`src/rtl/reg_arb_pkg.sv`:
```
// Shared state encoding and round-robin helper for the register-port arbiter.
package reg_arb_pkg;

    localparam int MAX_REQ = 8;
    localparam int PTR_W   = 3;

    typedef enum logic [1:0] {
        IDLE    = 2'b00,
        ISSUE   = 2'b01,
        WAIT_RD = 2'b10
    } state_t;

    // Request bits above NUM_REQ are zero, so wrapping at MAX_REQ behaves like wrapping at NUM_REQ.
    function automatic logic [MAX_REQ-1:0] rr_pick(input logic [MAX_REQ-1:0] req,
                                                   input logic [PTR_W-1:0]   ptr);
        logic [MAX_REQ-1:0] grant;
        logic [PTR_W-1:0]   idx;
        logic               found;
        grant = '0;
        found = 1'b0;
        for (int i = 0; i < MAX_REQ; i++) begin
            idx = ptr + PTR_W'(i);
            if (!found && req[idx]) begin
                grant[idx] = 1'b1;
                found      = 1'b1;
            end
        end
        return grant;
    endfunction

endpackage

```
`src/rtl/rr_arbiter.sv`:
```
// Round-robin pick over the request vector; the pointer moves past the owner on advance.
module rr_arbiter
    import reg_arb_pkg::*;
#(
    parameter int NUM_REQ = 2
) (
    input  logic               i_clk_apb,
    input  logic               i_rstn_apb,
    input  logic [NUM_REQ-1:0] req,
    input  logic [NUM_REQ-1:0] owner,
    input  logic               advance,
    output logic [NUM_REQ-1:0] pick
);

    logic [PTR_W-1:0]   ptr;
    logic [PTR_W-1:0]   owner_idx;
    logic [MAX_REQ-1:0] pick_full;
    logic               pick_unused;

    assign pick_full   = rr_pick(MAX_REQ'(req), ptr);
    assign pick        = pick_full[NUM_REQ-1:0];
    assign pick_unused = ^pick_full;

    always_comb begin
        owner_idx = '0;
        for (int k = 0; k < NUM_REQ; k++) begin
            if (owner[k]) owner_idx = PTR_W'(k);
        end
    end

    always_ff @(posedge i_clk_apb) begin
        if (!i_rstn_apb) begin
            ptr <= '0;
        end else if (advance) begin
            ptr <= (owner_idx == PTR_W'(NUM_REQ - 1)) ? '0 : owner_idx + PTR_W'(1);
        end
    end

endmodule

```
`src/rtl/reg_port_arbiter.sv`:
```
// Shares one register-access target port between NUM_REQ requesters, one transaction at a time,
// with read-data routing back to the owner and a bounded read wait.
module reg_port_arbiter
    import reg_arb_pkg::*;
#(
    parameter int NUM_REQ    = 2,
    parameter int ADDR_WIDTH = 32,
    parameter int DATA_WIDTH = 32,
    parameter int RD_TIMEOUT = 255
) (
    input  logic                          i_clk_apb,
    input  logic                          i_rstn_apb,
    input  logic [NUM_REQ-1:0]            i_req_valid,
    input  logic [NUM_REQ*ADDR_WIDTH-1:0] i_req_addr,
    input  logic [NUM_REQ-1:0]            i_req_rd0_wr1,
    input  logic [NUM_REQ*DATA_WIDTH-1:0] i_req_wr_data,
    output logic [NUM_REQ-1:0]            o_req_ready,
    output logic [NUM_REQ-1:0]            o_req_rd_valid,
    output logic                          o_req_rd_err,
    output logic [DATA_WIDTH-1:0]         o_req_rd_data,
    output logic                          o_valid,
    input  logic                          i_ready,
    output logic [ADDR_WIDTH-1:0]         o_addr,
    output logic                          o_rd0_wr1,
    output logic [DATA_WIDTH-1:0]         o_wr_data,
    input  logic                          i_rd_valid,
    input  logic [DATA_WIDTH-1:0]         i_rd_data,
    output logic [NUM_REQ-1:0]            o_grant,
    output logic                          o_busy
);

    localparam int               CNT_W    = $clog2(RD_TIMEOUT + 1);
    localparam logic [CNT_W-1:0] CNT_LAST = CNT_W'(RD_TIMEOUT - 1);

    state_t                  state;
    state_t                  state_nxt;
    logic [CNT_W-1:0]        rd_cnt;
    logic [NUM_REQ-1:0]      pick;
    logic                    load;
    logic                    advance;
    logic                    clr_cnt;
    logic                    inc_cnt;
    logic [ADDR_WIDTH-1:0]   sel_addr;
    logic                    sel_rd0_wr1;
    logic [DATA_WIDTH-1:0]   sel_wr_data;

    rr_arbiter #(
        .NUM_REQ(NUM_REQ)
    ) u_rr (
        .i_clk_apb (i_clk_apb),
        .i_rstn_apb(i_rstn_apb),
        .req       (i_req_valid),
        .owner     (o_grant),
        .advance   (advance),
        .pick      (pick)
    );

    always_comb begin
        sel_addr    = '0;
        sel_rd0_wr1 = 1'b0;
        sel_wr_data = '0;
        for (int k = 0; k < NUM_REQ; k++) begin
            if (pick[k]) begin
                sel_addr    = i_req_addr[k*ADDR_WIDTH +: ADDR_WIDTH];
                sel_rd0_wr1 = i_req_rd0_wr1[k];
                sel_wr_data = i_req_wr_data[k*DATA_WIDTH +: DATA_WIDTH];
            end
        end
    end

    always_ff @(posedge i_clk_apb) begin
        if (!i_rstn_apb) state <= IDLE;
        else             state <= state_nxt;
    end

    // Completion pulses are combinational so the requester sees them in the accepting cycle.
    always_comb begin
        state_nxt      = state;
        load           = 1'b0;
        advance        = 1'b0;
        clr_cnt        = 1'b0;
        inc_cnt        = 1'b0;
        o_req_ready    = '0;
        o_req_rd_valid = '0;
        o_req_rd_err   = 1'b0;
        o_req_rd_data  = '0;
        case (state)
            IDLE: begin
                if (|i_req_valid) begin
                    load      = 1'b1;
                    state_nxt = ISSUE;
                end
            end
            ISSUE: begin
                if (i_ready) begin
                    o_req_ready = o_grant;
                    if (o_rd0_wr1) begin
                        advance   = 1'b1;
                        state_nxt = IDLE;
                    end else if (i_rd_valid) begin
                        o_req_rd_valid = o_grant;
                        o_req_rd_data  = i_rd_data;
                        advance        = 1'b1;
                        state_nxt      = IDLE;
                    end else begin
                        clr_cnt   = 1'b1;
                        state_nxt = WAIT_RD;
                    end
                end
            end
            WAIT_RD: begin
                if (i_rd_valid) begin
                    o_req_rd_valid = o_grant;
                    o_req_rd_data  = i_rd_data;
                    advance        = 1'b1;
                    state_nxt      = IDLE;
                end else if (rd_cnt == CNT_LAST) begin
                    o_req_rd_valid = o_grant;
                    o_req_rd_err   = 1'b1;
                    advance        = 1'b1;
                    state_nxt      = IDLE;
                end else begin
                    inc_cnt = 1'b1;
                end
            end
            default: state_nxt = IDLE;
        endcase
    end

    // Target fields are captured once at grant and ignore later requester changes.
    always_ff @(posedge i_clk_apb) begin
        if (!i_rstn_apb) begin
            rd_cnt    <= '0;
            o_valid   <= 1'b0;
            o_addr    <= '0;
            o_rd0_wr1 <= 1'b0;
            o_wr_data <= '0;
            o_grant   <= '0;
        end else begin
            if (load) begin
                o_valid   <= 1'b1;
                o_grant   <= pick;
                o_addr    <= sel_addr;
                o_rd0_wr1 <= sel_rd0_wr1;
                o_wr_data <= sel_wr_data;
            end else if (state == ISSUE && i_ready) begin
                o_valid <= 1'b0;
            end
            if (advance) o_grant <= '0;
            if (clr_cnt)      rd_cnt <= '0;
            else if (inc_cnt) rd_cnt <= rd_cnt + CNT_W'(1);
        end
    end

    assign o_busy = (state != IDLE);

endmodule

```
`config.mk`:
```
export PLATFORM = sky130hd
export DESIGN_NAME = reg_port_arbiter
export DESIGN_NICKNAME = d
export VERILOG_FILES = /design/src/rtl/reg_arb_pkg.sv /design/src/rtl/rr_arbiter.sv /design/src/rtl/reg_port_arbiter.sv
export SDC_FILE = /design/constraint.sdc
export NUM_CORES = 1
export LEC_CHECK = 0
export BUFFER_PORTS_ARGS = -buffer_cell sky130_fd_sc_hd__buf_2
export CORE_AREA = 2 2 105 107
export DETAILED_ROUTE_END_ITERATION = 7
export DIE_AREA = 0 0 107 109
export PLACE_DENSITY = 0.72
export SLEW_MARGIN = 30
export SYNTH_ARGS = -nofsm -noshare
export SYNTH_HDL_FRONTEND = slang
export SYNTH_SLANG_ARGS = --single-unit
```
`constraint.sdc`:
```
create_clock -name i_clk_apb -period 1.79 [get_ports i_clk_apb]
set_clock_uncertainty 0.05 [all_clocks]
set_input_delay 0.179 -clock i_clk_apb [delete_from_list [all_inputs] [get_ports i_clk_apb]]
set_output_delay 0.179 -clock i_clk_apb [all_outputs]
set_load 0.01 [all_outputs]
```
==> results of run 1 <==
-- Yosys cell counts (2+ instances only) --
master / number / share of area, %
buf_2: 13 / 1.8
nor2_1: 75 / 8.0
mux2i_1: 14 / 4.0
a311oi_1: 2 / 0.50
nand4_1: 2 / 0.35
inv_1: 5 / 0.53
xnor2_1: 5 / 1.2
nor3b_1: 2 / 0.43
dfxtp_1: 79 / 45
a21oi_1: 8 / 1.1
nor4_1: 3 / 0.53
o21ai_0: 3 / 0.43
nand2_1: 7 / 0.75
ha_1: 5 / 1.8
and3_1: 3 / 0.53
inv_2: 2 / 0.21
and2_1: 34 / 6.0
nand2b_1: 3 / 0.53
clkbuf_1: 11 / 1.2
o31ai_1: 2 / 0.43
buf_6: 5 / 1.6
a222oi_1: 52 / 15
a211oi_1: 15 / 3.2
nand3_1: 3 / 0.43
-- layout make-up --
| cell class | instances | area (um2) | share of cell area (%) |
|---|---|---|---|
| multi-input combinational | 254 | 1830 | 33.4 |
| tap | 140 | 175 | 3.20 |
| clock buffer | 11 | 131 | 2.40 |
| sequential | 79 | 1590 | 29.0 |
| clock inverter | 5 | 35.0 | 0.640 |
| inverter | 8 | 35.0 | 0.640 |
| timing repair buffer | 299 | 1680 | 30.7 |
-- how the worst max path moves through the flow --
stage                              endpoint  cells after the start  slack, ns  startpoint
after detailed placement  o_req_rd_data[20]                      8       0.03    state[1]
final                      o_req_rd_data[6]                      8      -0.20    state[1]
after global placement    o_req_rd_data[30]                      8       0.12    state[1]
after global routing      o_req_rd_data[28]                      8      -0.28    state[1]
after CTS                 o_req_rd_data[20]                      8      -0.18    state[1]
after floorplan                   rd_cnt[7]                      7       0.12   rd_cnt[0]
-- through the flow --
stage	hold slack (ns)	cells	area (um2)
after CTS	0.00169	795	5420
after detailed placement	0.375	770	5100
after global routing	0.00640	796	5470
final	0.0250	796	5470
after global placement	0.364	770	5100
after floorplan	0.275	373	3520
-- flip-flops by register name (all words and copies together) (netlist names) --
name	count
o_addr	32
o_wr_data	32
rd_cnt	8
o_grant	2
state	2
o_rd0_wr1	1
o_valid	1
u_rr.ptr	1
-- kinds of logic (layout without fill, tap and decap cells) --
kind of cell / Yosys count / after routing / share of synthesized area [%]
AND/OR/NAND/NOR: 139 / 139 / 19.1
buffers and inverters: 40 / 323 / 5.93
flip-flops: 79 / 79 / 44.9
AO/OA/AOI/OAI: 91 / 91 / 23.1
adder cells (fa/ha/maj): 5 / 5 / 1.77
XOR/XNOR: 5 / 5 / 1.24
multiplexers: 14 / 14 / 3.98
-- critical path: stages, from the launching register on --
cell     delay (ns)
dfxtp_2        0.36
inv_4          0.05
ha_4           0.15
and3b_1        0.18
o21ai_2        0.18
nor2_4         0.06
buf_12         0.15
and2_1         0.15
buf_2          0.13
-- power groups by stage --
stage	Sequential [W]	Combinational, W	Clock (W)
6_report	0.00201	0.00114	0.00115
5_1_grt	0.00202	0.00125	0.00128
4_1_cts	0.00201	0.00114	0.00121
3_5_place_dp	0.00204	0.00111	0
3_3_place_gp	0.00204	0.00108	0
2_1_floorplan	0.00211	0.000503	0
-- per-layer routing --
layer / routed length, um / vias up
li1: - / 1962
met1: 4450 / 1892
met4: 129 / 0
met3: 1000 / 8
met5: 0 / -
met2: 6290 / 221
-- what timing repair did --
action | in CTS | in global routing
pin swaps | 4 | 1
endpoints found under the setup margin | 34 | 69
setup buffers | 3 | 1
hold buffers | 6 | 0
endpoints found under the hold margin | 6 | 0
gates resized for setup | 23 | 9
==> flow_summary.toml, run 1 <==
[synthesis]
netlist_area_mm2 = 0.00352
ys.flop_type = "dfxtp_1"
synth_edf_count = 0
yosys.cell_types.count = 44
seq_area_frac_synth_pct = 44.9
ys.warnings.count = 0
syn-num-nets = 546
synthArstFlopShare_pct = 0
avgSynthCellArea_um2 = 9.45
synthCells = 373
yosys_register_bits = 79

[final_layout]
diodes = 0
synthToLayoutAreaGrowth_pct = 55.3
final_cell_mix = "buf_2 (270), dfxtp_1 (76), nor2_1 (74)"
utilization_pct = 51.6
mostFrequentLayoutCell = "buf_2"
num-fill-cells = 978
drive_gt1_share_pct = 51.4
nets = 824

[floorplanning]
dieArea_mm2 = 0.0117
rows = 38
pin_count = 274
coreArea_mm2 = 0.0106
die_h_um = 109
die_w_um = 107
start_util_pct = 33.2

[routing]
dr.pass1.iters = 8
avgViaCountPerCell = 5.13
drt_drc_violations_left = 0
wirelength_um = 11900
drtAntennaViolNets = 0
wl_per_cell_um = 14.9
route.vias.total = 4083
drtIter0Drc = 324

[pwr]
seqPwrFrac_pct = 46.7
cellPowerDensity_mw_per_mm2 = 786
power_leakage_nw = 2.77
switching_power_w = 0.00133
finalPower_w = 0.00430
p_sw_share_pct = 30.9
vdd.ir_drop.worst_mv = 0.455
power_frac_clock_pct = 26.7
p_comb_share_pct = 26.6
internal_power_w = 0.00298

[clocking]
path_clk_slew_ns = 0.08
cts.sinks = 79
tritoncts = "yes"
clock-root-buffer = "clkbuf_8"
numCtsBuffers = 9
clk_latency_ns = 0.33
h-tree-depth = 3
clock_path_buffers = 2

[timing]
worst_slew_pin_slew_ns = 0.562
setup_viol = 34
slew_headroom_pct = 62.4
worst_slack_ns = -0.195
hold_violations = 0
max_freq_ghz = 0.504
period_share_pct = 111
rsz0062_at_grt = "true"
tns_ns = -6.23
finalCriticalPeriod_ns = 1.99
drv_slew = 0

[global_route]
grt_pass1_wl_um = 17300
use_met3_pct = 4.66
grt_overflow = 0
grt_use_met1_pct = 19.4
antenna_found_initial = 0
gr-max-usage-layer = "met2"
grt_max_degree = 44
grt_pass1_vias = 3814
grt_use_total_pct = 18.9
met2_usage_pct = 36.2

[critical_path]
critical_path_arrival_ns = 1.76
cp-end-kind = "primary output"
r2r_cells = 5
startpoint_type = "flop"
reg2reg_to = "state[1]"
required_ns = 1.56
path_class = "flop to primary output"
reg2reg_from = "state[0]"
cp_max_fo = 31
rrSetupSlack_ns = 0.18

[status]
status = "finished with violations"
violations = "negative setup slack"

[place]
dpl_worst_slack_ns = 0.0341
dp.final_hpwl_um = 8920
portBuffers = 273
place_congestion = 0.773

[min_path]
hold_depth = 3
hold_path_startpoint = "i_req_wr_data[16]"
min_to = "o_wr_data[16]"
hold_class = "input pin to flop"

[flow_run]
drv_cap = 0
Power figures use the tool's default switching activity.
==> run 2, diff against run 1 <==
--- a/config.mk
+++ b/config.mk
@@ -9,7 +9,9 @@
 export CORE_AREA = 2 2 105 107
 export DETAILED_ROUTE_END_ITERATION = 7
 export DIE_AREA = 0 0 107 109
-export PLACE_DENSITY = 0.72
+export HOLD_SLACK_MARGIN = 0.08
+export PLACE_DENSITY = 0.77
+export REMOVE_ABC_BUFFERS = 1
 export SLEW_MARGIN = 30
 export SYNTH_ARGS = -nofsm -noshare
 export SYNTH_HDL_FRONTEND = slang
==> run 2 against run 1 <==
Final cell count is 13% higher. Worst hold slack improved by 0.070 ns. Die area unchanged. Global-route usage increased by 5.7 points. Sequential power barely moved. Cell area is 23% higher. Non-clock buffer count increased by 105. Largest power group unchanged. Maximum frequency is 0.64% lower. Highest routed layer unchanged. Critical endpoint is now o_req_rd_data[22]. The flow still finishes with violations (negative setup slack). Worst setup slack lost 0.013 ns.
==> flow_summary.toml, run 2 (synthesized netlist as in run 1, its figures left out) <==
[floorplanning]
start_util_pct = 33.2
coreArea_mm2 = 0.0106
die_h_um = 109
pin_count = 274
rows = 38
dieArea_mm2 = 0.0117
die_w_um = 107

[global_route]
grt_overflow = 0
antenna_found_initial = 0
grt_pass1_wl_um = 22700
grt_max_degree = 40
grt_pass1_vias = 4695
grt_use_total_pct = 24.6

[routing]
route.vias.total = 4749
dr.pass1.iters = 8
avgViaCountPerCell = 5.26
drtAntennaViolNets = 0
drtIter0Drc = 483
drt_drc_violations_left = 0
wl_per_cell_um = 16.9
wirelength_um = 15300

[critical_path]
rrSetupSlack_ns = 0.13
cp_cell_sequence = "inv_4 > ha_4 > and3b_2 > o21ai_4 > buf_6 > nor2_4 > and2_1 > buf_2"
max_stage_delay_ns = 0.36
startpoint_type = "flop"
r2r_cells = 8
required_ns = 1.56
cpMaxStageDelayCell = "dfxtp_2"
cp_max_fo = 8
reg2reg_to = "o_grant[1]"
critical_path_arrival_ns = 1.77
cp-end-kind = "primary output"
path_class = "flop to primary output"
reg2reg_from = "state[1]"

[timing]
setup_viol = 34
drv_slew = 0
worst_slew_pin_slew_ns = 0.422
max_freq_ghz = 0.500
period_share_pct = 112
rsz0062_at_grt = "true"
worst_slack_ns = -0.208
finalCriticalPeriod_ns = 2.00
hold_slack_ns = 0.0946
slew_headroom_pct = 71.9
tns_ns = -6.37
hold_violations = 0

[clocking]
cts.sinks = 79
numCtsBuffers = 9
h-tree-depth = 3
clock_path_buffers = 2
tritoncts = "yes"
path_clk_slew_ns = 0.08
clk_latency_ns = 0.34
clock-root-buffer = "clkbuf_8"

[min_path]
min_to = "u_rr.ptr[0]"
hold_class = "input pin to flop"
hold_depth = 3
hold_path_startpoint = "i_rstn_apb"

[pwr]
power_leakage_nw = 3.30
cellPowerDensity_mw_per_mm2 = 749
p_comb_share_pct = 27.9
internal_power_w = 0.00364
p_sw_share_pct = 27.6
finalPower_w = 0.00503
switching_power_w = 0.00139
power_frac_clock_pct = 32.1
seqPwrFrac_pct = 40.0
vdd.ir_drop.worst_mv = 0.449

[place]
dp.final_hpwl_um = 8830
portBuffers = 273
dp.cells = 776
place_congestion = 0.857

[final_layout]
drive_gt1_share_pct = 46.4
utilization_pct = 63.3
final_cell_mix = "buf_2 (260), dlygate4sd3_1 (104), dfxtp_1 (77)"
mostFrequentLayoutCell = "buf_2"
reg_top3 = "o_addr: 32 flops, o_wr_data: 32 flops, rd_cnt: 8 flops"
synthToLayoutAreaGrowth_pct = 90.3
diodes = 0
nets = 932
layout.cells.non_filler = 903
num-fill-cells = 824

[flow_run]
drv_cap = 0

[status]
status = "finished with violations"
violations = "negative setup slack"
[run 2: worst max-delay path, delay by kind of cell, from the launching register on]
kind | cells | cell delay, ns
compound gates | 1 | 0.17
fa+ha+maj | 1 | 0.15
buf+inv | 3 | 0.34
flops | 1 | 0.36
simple gates | 3 | 0.40
[run 2: power by group through the flow]
stage	sequential (W)	combinational, W	clock (W)
floorplan	0.00211	0.000446	0
global placement	0.00203	0.00109	0
detailed placement	0.00204	0.00112	0
CTS	0.00200	0.00133	0.00163
global route	0.00203	0.00151	0.00171
finish	0.00201	0.00140	0.00161
[run 2: per-stage QoR]
step	setup WS [ns]	instance area [um2]
after floorplan	-0.379	3350
after global placement	-0.376	5130
after detailed placement	-0.309	5140
after CTS	-0.229	6560
after global routing	-0.256	6710
final	-0.208	6710
[run 2: timing repair]
action                                  CTS  global route
cloned                                    3             0
gates resized for setup                  27            29
endpoints found under the setup margin   35            78
hold buffers                            104             0
pin swaps                                24            19
hold endpoints to repair                 52             0
buffers inserted                          3             2
[run 2: final cells by class]
| cell class | instances | area [um2] | share of cell area (%) |
|---|---|---|---|
| Clock buffer | 12 | 155 | 2.31 |
| Clock inverter | 3 | 90.1 | 1.34 |
| Tap cell | 140 | 175 | 2.61 |
| Timing Repair Buffer | 404 | 2770 | 41.3 |
| Inverter | 8 | 37.5 | 0.559 |
| Multi-Input combinational cell | 257 | 1890 | 28.2 |
| Sequential cell | 79 | 1590 | 23.6 |
[run 2: metal layers]
layer | vias up | share of wire [%] | GRT usage, % | wire length [um]
met5 | - | 0 | 0 | 0
met4 | 0 | 3.9 | 13.5 | 602
met3 | 59 | 9.7 | 8.31 | 1480
met2 | 288 | 49 | 43.2 | 7490
met1 | 2213 | 37 | 26.1 | 5680
li1 | 2189 | - | - | -
[run 2: worst max-delay path by stage]
stage	startpoint	end	depth (start not counted)
after CTS	state[1]	o_req_rd_data[18]	8
after global routing	state[1]	o_req_rd_data[27]	8
after detailed placement	state[1]	o_req_rd_data[31]	7
after global placement	state[1]	o_req_rd_data[11]	7
final	state[1]	o_req_rd_data[22]	8
after floorplan	state[0]	o_grant[0]	6
